--- src/rtl/bomber_pkg.sv ---
// Shared definitions for the sprite movement logic: screen geometry,
// key bit positions, coordinate type and the mover FSM state encoding.
package bomber_pkg;

    localparam int HACTIVE = 800;
    localparam int VACTIVE = 600;
    localparam int COORD_W = 11;

    // Key nibble bit positions (keys are active-low)
    localparam int unsigned KEY_RIGHT = 0;
    localparam int unsigned KEY_DOWN  = 1;
    localparam int unsigned KEY_UP    = 2;
    localparam int unsigned KEY_LEFT  = 3;

    typedef logic signed [COORD_W-1:0] coord_t;

    typedef enum logic [2:0] {
        ST_IDLE,
        ST_DECODE,
        ST_QUERY,
        ST_WAIT_ACK,
        ST_COMMIT,
        ST_NEXT
    } mover_state_t;

endpackage

--- src/rtl/move_target.sv ---
// Combinational target computation: decodes one player's key nibble and
// produces the saturated candidate position plus a diagonal-move flag.
module move_target #(
    parameter int CW   = 11,
    parameter int XMAX = 768,
    parameter int YMAX = 568,
    parameter int STEP = 1
) (
    input  logic [3:0]           key,
    input  logic signed [CW-1:0] cur_x,
    input  logic signed [CW-1:0] cur_y,
    output logic signed [CW-1:0] tgt_x,
    output logic signed [CW-1:0] tgt_y,
    output logic                 diag
);
    import bomber_pkg::*;

    localparam logic signed [CW:0] STEP_W = (CW+1)'(STEP);
    localparam logic signed [CW:0] XMAX_W = (CW+1)'(XMAX);
    localparam logic signed [CW:0] YMAX_W = (CW+1)'(YMAX);

    logic go_r, go_l, go_d, go_u;
    logic signed [CW:0] dx, dy, sum_x, sum_y;

    always_comb begin
        go_r = ~key[KEY_RIGHT];
        go_l = ~key[KEY_LEFT];
        go_d = ~key[KEY_DOWN];
        go_u = ~key[KEY_UP];

        dx = '0;
        if (go_r && !go_l)
            dx = STEP_W;
        else if (go_l && !go_r)
            dx = -STEP_W;

        dy = '0;
        if (go_d && !go_u)
            dy = STEP_W;
        else if (go_u && !go_d)
            dy = -STEP_W;

        // One extra bit of headroom so the sum cannot wrap before clamping
        sum_x = {cur_x[CW-1], cur_x} + dx;
        sum_y = {cur_y[CW-1], cur_y} + dy;

        if (sum_x < 0)
            tgt_x = '0;
        else if (sum_x > XMAX_W)
            tgt_x = XMAX_W[CW-1:0];
        else
            tgt_x = sum_x[CW-1:0];

        if (sum_y < 0)
            tgt_y = '0;
        else if (sum_y > YMAX_W)
            tgt_y = YMAX_W[CW-1:0];
        else
            tgt_y = sum_y[CW-1:0];

        diag = (tgt_x != cur_x) && (tgt_y != cur_y);
    end

endmodule

--- src/rtl/player_mover.sv ---
// Multi-player sprite position controller: once per update pass, walks the
// players in order, asks the external collision checker about each move and commits it.
module player_mover #(
    parameter int NPLAYERS        = 2,
    parameter int CW              = 11,
    parameter int HACTIVE         = bomber_pkg::HACTIVE,
    parameter int VACTIVE         = bomber_pkg::VACTIVE,
    parameter int SPRITE_W        = 32,
    parameter int SPRITE_H        = 32,
    parameter int STEP            = 1,
    parameter int FRAMES_PER_STEP = 1
) (
    input  logic                     clk,
    input  logic                     reset_n,
    input  logic                     SOF,
    input  logic                     EOF,
    input  logic [4*NPLAYERS-1:0]    key,
    output logic [CW*NPLAYERS-1:0]   centerX,
    output logic [CW*NPLAYERS-1:0]   centerY,
    output logic                     query_req,
    output logic [CW-1:0]            query_x,
    output logic [CW-1:0]            query_y,
    output logic [1:0]               query_id,
    input  logic                     query_ack,
    input  logic                     query_blocked,
    output logic                     pass_overrun
);
    import bomber_pkg::*;

    localparam int XMAX = HACTIVE - SPRITE_W;
    localparam int YMAX = VACTIVE - SPRITE_H;
    localparam int PW   = (NPLAYERS > 1) ? $clog2(NPLAYERS) : 1;
    localparam int FCW  = (FRAMES_PER_STEP > 1) ? $clog2(FRAMES_PER_STEP) : 1;
    localparam logic [FCW-1:0] FC_LAST = FCW'(FRAMES_PER_STEP - 1);
    localparam logic [PW-1:0]  PID_LAST = PW'(NPLAYERS - 1);

    mover_state_t state, state_n;

    logic                 blank;
    logic [FCW-1:0]       frame_cnt;
    logic [PW-1:0]        pid;
    logic [1:0]           attempt;
    logic                 abort_r;
    logic                 diag_r;
    logic signed [CW-1:0] pos_x [NPLAYERS];
    logic signed [CW-1:0] pos_y [NPLAYERS];
    logic signed [CW-1:0] cur_x, cur_y, tgt_x, tgt_y, cand_x, cand_y;

    logic [3:0]           key_sel;
    logic signed [CW-1:0] sel_x, sel_y, mt_x, mt_y;
    logic                 mt_diag;
    logic                 pass_start, cut, ack_seen;
    logic                 do_decode, do_issue, do_commit, do_retry, do_next, do_abort;

    always_comb begin
        key_sel = '1;
        sel_x   = '0;
        sel_y   = '0;
        for (int unsigned i = 0; i < NPLAYERS; i++) begin
            if (PW'(i) == pid) begin
                key_sel = key[4*i +: 4];
                sel_x   = pos_x[i];
                sel_y   = pos_y[i];
            end
        end
    end

    always_comb begin
        centerX = '0;
        centerY = '0;
        for (int unsigned i = 0; i < NPLAYERS; i++) begin
            centerX[CW*i +: CW] = pos_x[i];
            centerY[CW*i +: CW] = pos_y[i];
        end
    end

    move_target #(
        .CW   (CW),
        .XMAX (XMAX),
        .YMAX (YMAX),
        .STEP (STEP)
    ) u_move_target (
        .key   (key_sel),
        .cur_x (sel_x),
        .cur_y (sel_y),
        .tgt_x (mt_x),
        .tgt_y (mt_y),
        .diag  (mt_diag)
    );

    assign pass_start = EOF && (frame_cnt == FC_LAST);
    // blank already low means SOF arrived earlier in this pass
    assign cut        = SOF || !blank;
    assign ack_seen   = query_req && query_ack;

    always_comb begin
        state_n   = state;
        do_decode = 1'b0;
        do_issue  = 1'b0;
        do_commit = 1'b0;
        do_retry  = 1'b0;
        do_next   = 1'b0;
        do_abort  = 1'b0;
        case (state)
            ST_IDLE: begin
                if (pass_start)
                    state_n = ST_DECODE;
            end
            ST_DECODE: begin
                if (cut) begin
                    do_abort = 1'b1;
                    state_n  = ST_IDLE;
                end else begin
                    do_decode = 1'b1;
                    state_n   = (mt_x == sel_x && mt_y == sel_y) ? ST_NEXT : ST_QUERY;
                end
            end
            ST_QUERY: begin
                if (cut) begin
                    do_abort = 1'b1;
                    state_n  = ST_IDLE;
                end else begin
                    do_issue = 1'b1;
                    state_n  = ST_WAIT_ACK;
                end
            end
            ST_WAIT_ACK: begin
                if (ack_seen) begin
                    if (abort_r || cut) begin
                        do_abort = 1'b1;
                        state_n  = ST_IDLE;
                    end else if (!query_blocked) begin
                        state_n = ST_COMMIT;
                    end else if (diag_r && attempt != 2'd2) begin
                        do_retry = 1'b1;
                        state_n  = ST_QUERY;
                    end else begin
                        state_n = ST_NEXT;
                    end
                end
            end
            ST_COMMIT: begin
                if (cut) begin
                    do_abort = 1'b1;
                    state_n  = ST_IDLE;
                end else begin
                    do_commit = 1'b1;
                    state_n   = ST_NEXT;
                end
            end
            ST_NEXT: begin
                if (pid == PID_LAST) begin
                    do_next = 1'b1;
                    state_n = ST_IDLE;
                end else if (cut) begin
                    do_abort = 1'b1;
                    state_n  = ST_IDLE;
                end else begin
                    do_next = 1'b1;
                    state_n = ST_DECODE;
                end
            end
            default: state_n = ST_IDLE;
        endcase
    end

    always_ff @(posedge clk or negedge reset_n) begin
        if (!reset_n) begin
            state        <= ST_IDLE;
            blank        <= 1'b0;
            frame_cnt    <= '0;
            pid          <= '0;
            attempt      <= '0;
            abort_r      <= 1'b0;
            diag_r       <= 1'b0;
            cur_x        <= '0;
            cur_y        <= '0;
            tgt_x        <= '0;
            tgt_y        <= '0;
            cand_x       <= '0;
            cand_y       <= '0;
            query_req    <= 1'b0;
            query_x      <= '0;
            query_y      <= '0;
            query_id     <= '0;
            pass_overrun <= 1'b0;
            for (int unsigned i = 0; i < NPLAYERS; i++) begin
                pos_x[i] <= (i % 2 == 0) ? '0 : CW'(XMAX);
                pos_y[i] <= (i < 2)      ? '0 : CW'(YMAX);
            end
        end else begin
            state        <= state_n;
            pass_overrun <= do_abort;

            if (SOF)
                blank <= 1'b0;
            else if (EOF)
                blank <= 1'b1;

            if (EOF)
                frame_cnt <= (frame_cnt == FC_LAST) ? '0 : frame_cnt + FCW'(1);

            abort_r <= (state == ST_WAIT_ACK) && (abort_r || SOF);

            if (ack_seen)
                query_req <= 1'b0;

            if (do_decode) begin
                cur_x   <= sel_x;
                cur_y   <= sel_y;
                tgt_x   <= mt_x;
                tgt_y   <= mt_y;
                cand_x  <= mt_x;
                cand_y  <= mt_y;
                diag_r  <= mt_diag;
                attempt <= '0;
            end

            if (do_issue) begin
                query_req <= 1'b1;
                query_x   <= cand_x;
                query_y   <= cand_y;
                query_id  <= 2'(pid);
            end

            // Diagonal fallback order: slide along X first, then along Y
            if (do_retry) begin
                attempt <= attempt + 2'd1;
                if (attempt == 2'd0) begin
                    cand_x <= tgt_x;
                    cand_y <= cur_y;
                end else begin
                    cand_x <= cur_x;
                    cand_y <= tgt_y;
                end
            end

            if (do_commit) begin
                for (int unsigned i = 0; i < NPLAYERS; i++) begin
                    if (PW'(i) == pid) begin
                        pos_x[i] <= cand_x;
                        pos_y[i] <= cand_y;
                    end
                end
            end

            if (do_next)
                pid <= (pid == PID_LAST) ? '0 : pid + PW'(1);
            if (do_abort)
                pid <= '0;
        end
    end

endmodule
--- config.mk ---
export PLATFORM = sky130hd
export DESIGN_NAME = player_mover
export DESIGN_NICKNAME = d
export VERILOG_FILES = /design/src/rtl/bomber_pkg.sv /design/src/rtl/move_target.sv /design/src/rtl/player_mover.sv
export SDC_FILE = /design/constraint.sdc
export NUM_CORES = 1
export LEC_CHECK = 0
export CAP_MARGIN = 30
export CORE_UTILIZATION = 50
export CTS_CLUSTER_SIZE = 16
export DETAILED_ROUTE_END_ITERATION = 10
export GPL_TIMING_DRIVEN = 0
export PLACE_DENSITY_LB_ADDON = 0.05
export SLEW_MARGIN = 5
export SYNTH_ARGS = -nofsm -noshare
export SYNTH_HDL_FRONTEND = slang
export SYNTH_SLANG_ARGS = --single-unit
--- constraint.sdc ---
create_clock -name clk -period 16.1 [get_ports clk]
set_input_delay 1.61 -clock clk [delete_from_list [all_inputs] [get_ports clk]]
set_output_delay 1.61 -clock clk [all_outputs]
set_load 0.005 [all_outputs]
==> metrics.txt <==
CP startpoint kind=flip-flop; Clock Skew=0.008870 ns; WS Path Type=reg -> reg; Area contributors post-synth=dfrtp_1 44%, mux2_2 10%, mux2i_1 5.0%, nand2_1 4.3%, ha_1 3.4%; area leader, netlist=dfrtp_1; I/O Pins=84; Place WS=9.037 ns; Synth top area share=0.4352; initial antenna violation count=0; Power Density=106.8 nW/um2; Worst slew margin=0.3707; family with the most delay on the worst path=buffers and inverters; Main synth FF type=dfrtp_1; final hold vios=0; area of the core=15890 um2; Inserted Clock Buffers=17; CP Cell Sequence=buf_6, buf_2, buf_2, buf_2, clkbuf_1, mux2i_1, ha_1, buf_2, buf_2, buf_2, xnor2_1, ha_1, a21oi_1, o21ai_1, a21oi_1, o31ai_1, o21ai_0, nand2_1, a21o_1, a31o_2, a211oi_1, nand4_1, nor4_2, o211a_1; Final ANT Viol Nets=0; outcome=finished, final reports clean; #FFs+latches synth=144; antenna cells=0; fin crit period=7.154 ns; commonest non-fill, non-tap cell in the layout=dfrtp_1; ys async rst share=1.000; pin count of the biggest net entering global routing=74; DR vias=6654; Seq/Total Area, Yosys=0.4416; die area=16850 um2; Clock Root Buffer=clkbuf_16; post-route setup TNS=0 ns; CTS tree=done; P_leak=0.004664 uW; Congestion Overflow GR=0; Worst path most repeated cell=buf_2; Residual DRC=0; simple-gate share of the synthesized area=0.1281; Worst path max stage delay=0.62 ns; Placed Area=9285 um2; YS warnings=0; Max H-tree Level=4; mux cell area share after synthesis=0.1647; Reg clk slew, reported paths=0.06 ns; Slew Viols, Final=0; post-synth net total=827; compound-gate portion of the synthesized area=0.1644; drt wl/cell=20.16 um; synthesized area=8165 um2; RSZ-0062 raised after global routing=no; vias per cell=5.936; Layout Nets=929; Max Freq=139.8 MHz; Starting Density=0.5140; die height=129.8 um; clock latency at the later pin of the worst-skew pair=0.43 ns; cells after synthesis=790; EDFF count, synth=0; most frequent cells in the layout=142 x dfrtp_1, 93 x nand2_1, 81 x clkdlybuf4s50_1; Buf+Inv Stages, Crit Path=8; DPL Wire Length=16.66 mm; drt total wl=22.60 mm; main combinational cell family by area after synthesis=multiplexers; final period utilization=0.4443; Peak VDD IR=74.53 uV; first-pass GRT wire length=35.55 mm; CTS max path bufs=2; Mean Syn Cell Area=10.34 um2; synth unique cells=81; post-cts sizing count=0; CP required=16.46 ns; Tightest Pin Transition=0.9440 ns; slowest CP cell=clkbuf_1; R2R setup slack=8.95 ns; total track usage=0.2834; layout cells sized above 1=0.1536; XOR/XNOR Fraction of Synth Area=0.02789; drt initial violations=371; fin worst setup slack=8.946 ns; GP Congestion=0.9086; # setup viols final=0; Crit Path Max Fanout=10; Crit. End Element=flip-flop; vias in the first global route=6549; clock sinks=144; Die W=129.8 um; adder-cell share of the synthesized area=0.03739; setup bufs post-CTS=0; Detailed Routing Iterations Pass 1=6; final design utilization=0.6197; hold_buf cts=0; min-delay worst type=reg -> reg; area grow syn2layout=20.56%; # Max-Cap Violations=0; Final Cell Area=9844 um2; I/O Buffers=82; site row count=46; crit path DAT=7.51 ns
==> kinds of logic (layout without fill, tap and decap cells) <==
logic type | Yosys count | after routing
DFF | 144 | 144
muxes | 122 | 122
and+or+nand+nor | 219 | 219
buffers and inverters | 70 | 185
adders and majority gates | 24 | 24
AOI/OAI and AO/OA | 184 | 184
xor gates and xnor gates | 26 | 26
other | 1 | 1
==> layout make-up <==
type	count	area [um2]
sequential	144	3606
fill	1348	6041
clock inverter	10	115.1
tap	216	270.3
clock buffer	22	444.2
buffer	40	176.4
timing repair buffer	83	849.6
multi-input combinational	576	4270
inverter	30	112.6
==> worst paths after layout <==
kind / start / to / cells past startpoint
min: tgt_x[4]$_DFFE_PN0P_ / tgt_x[4]$_DFFE_PN0P_ / 2
max: pid$_DFFE_PN0P_ / state[2]$_DFFE_PN0P_ / 24
max reg2reg: pid$_DFFE_PN0P_ / state[2]$_DFFE_PN0P_ / 24
min in group asynchronous: reset_n / query_y[1]$_DFFE_PN0P_ / 1
min reg2reg: tgt_x[4]$_DFFE_PN0P_ / tgt_x[4]$_DFFE_PN0P_ / 2
max in group asynchronous: reset_n / centerX[20]$_DFFE_PN1P_ / 2
==> metal layers <==
metal / vias to the layer above / global-route usage / share of wire
met4: 0 / 0.1279 / 0.029
li1: 3087 / - / -
met2: 192 / 0.4785 / 0.49
met5: - / 0 / 0
met3: 48 / 0.03895 / 0.037
met1: 3327 / 0.3635 / 0.44
==> worst min-delay path, delay by kind of cell, from the launching register on <==
kind	cells	cell delay (ns)
flops	1	0.34
simple gates	2	0.10
==> synth_stat cells, types with 4 or more instances <==
cell type / instances
buf_1: 4
xnor2_1: 21
o211ai_1: 16
a221o_1: 5
ha_1: 22
mux2i_1: 41
xor2_1: 5
nand3b_1: 4
inv_1: 29
and2_1: 9
dfrtp_1: 142
a31oi_1: 11
o31ai_1: 6
nor3_1: 10
a211oi_1: 12
o211a_1: 5
o221ai_1: 4
a211o_1: 4
o22ai_1: 4
nand2b_1: 7
nor2_1: 46
mux2_2: 76
nor2b_1: 7
and3_1: 4
nand3_1: 15
buf_2: 6
clkbuf_1: 27
nand4_1: 6
a21o_1: 7
o21ai_0: 46
nand2_1: 93
a22o_1: 5
a21oi_1: 19
==> flip-flops by register name, summed over array words and instances (netlist names), 2 cells and up <==
name / flops
cur_y: 11
query_x: 11
cand_y: 11
cur_x: 11
cand_x: 11
centerY: 22
attempt: 2
query_y: 11
tgt_x: 11
tgt_y: 11
state: 3
centerX: 22
==> stage by stage <==
step | power (uW) | std cells | hold WS, ns
6_report | 1052 | 1121 | 0.4728
5_1_grt | 1101 | 1121 | 0.4873
4_1_cts | 1057 | 1121 | 0.4704
3_5_place_dp | 675.6 | 1089 | 0.4584
3_3_place_gp | 666.1 | 1088 | 0.4502
2_1_floorplan | 580.3 | 790 | 0.4385
==> power by group <==
group / leakage [uW] / internal (uW) / total [uW] / switching, uW
Clock: 0.000264 / 228 / 382 / 154
Combinational: 0.00243 / 102 / 202 / 101
Sequential: 0.00197 / 421 / 468 / 47.1
Total: 0.00466 / 750 / 1050 / 301
Power figures use the tool's default switching activity.
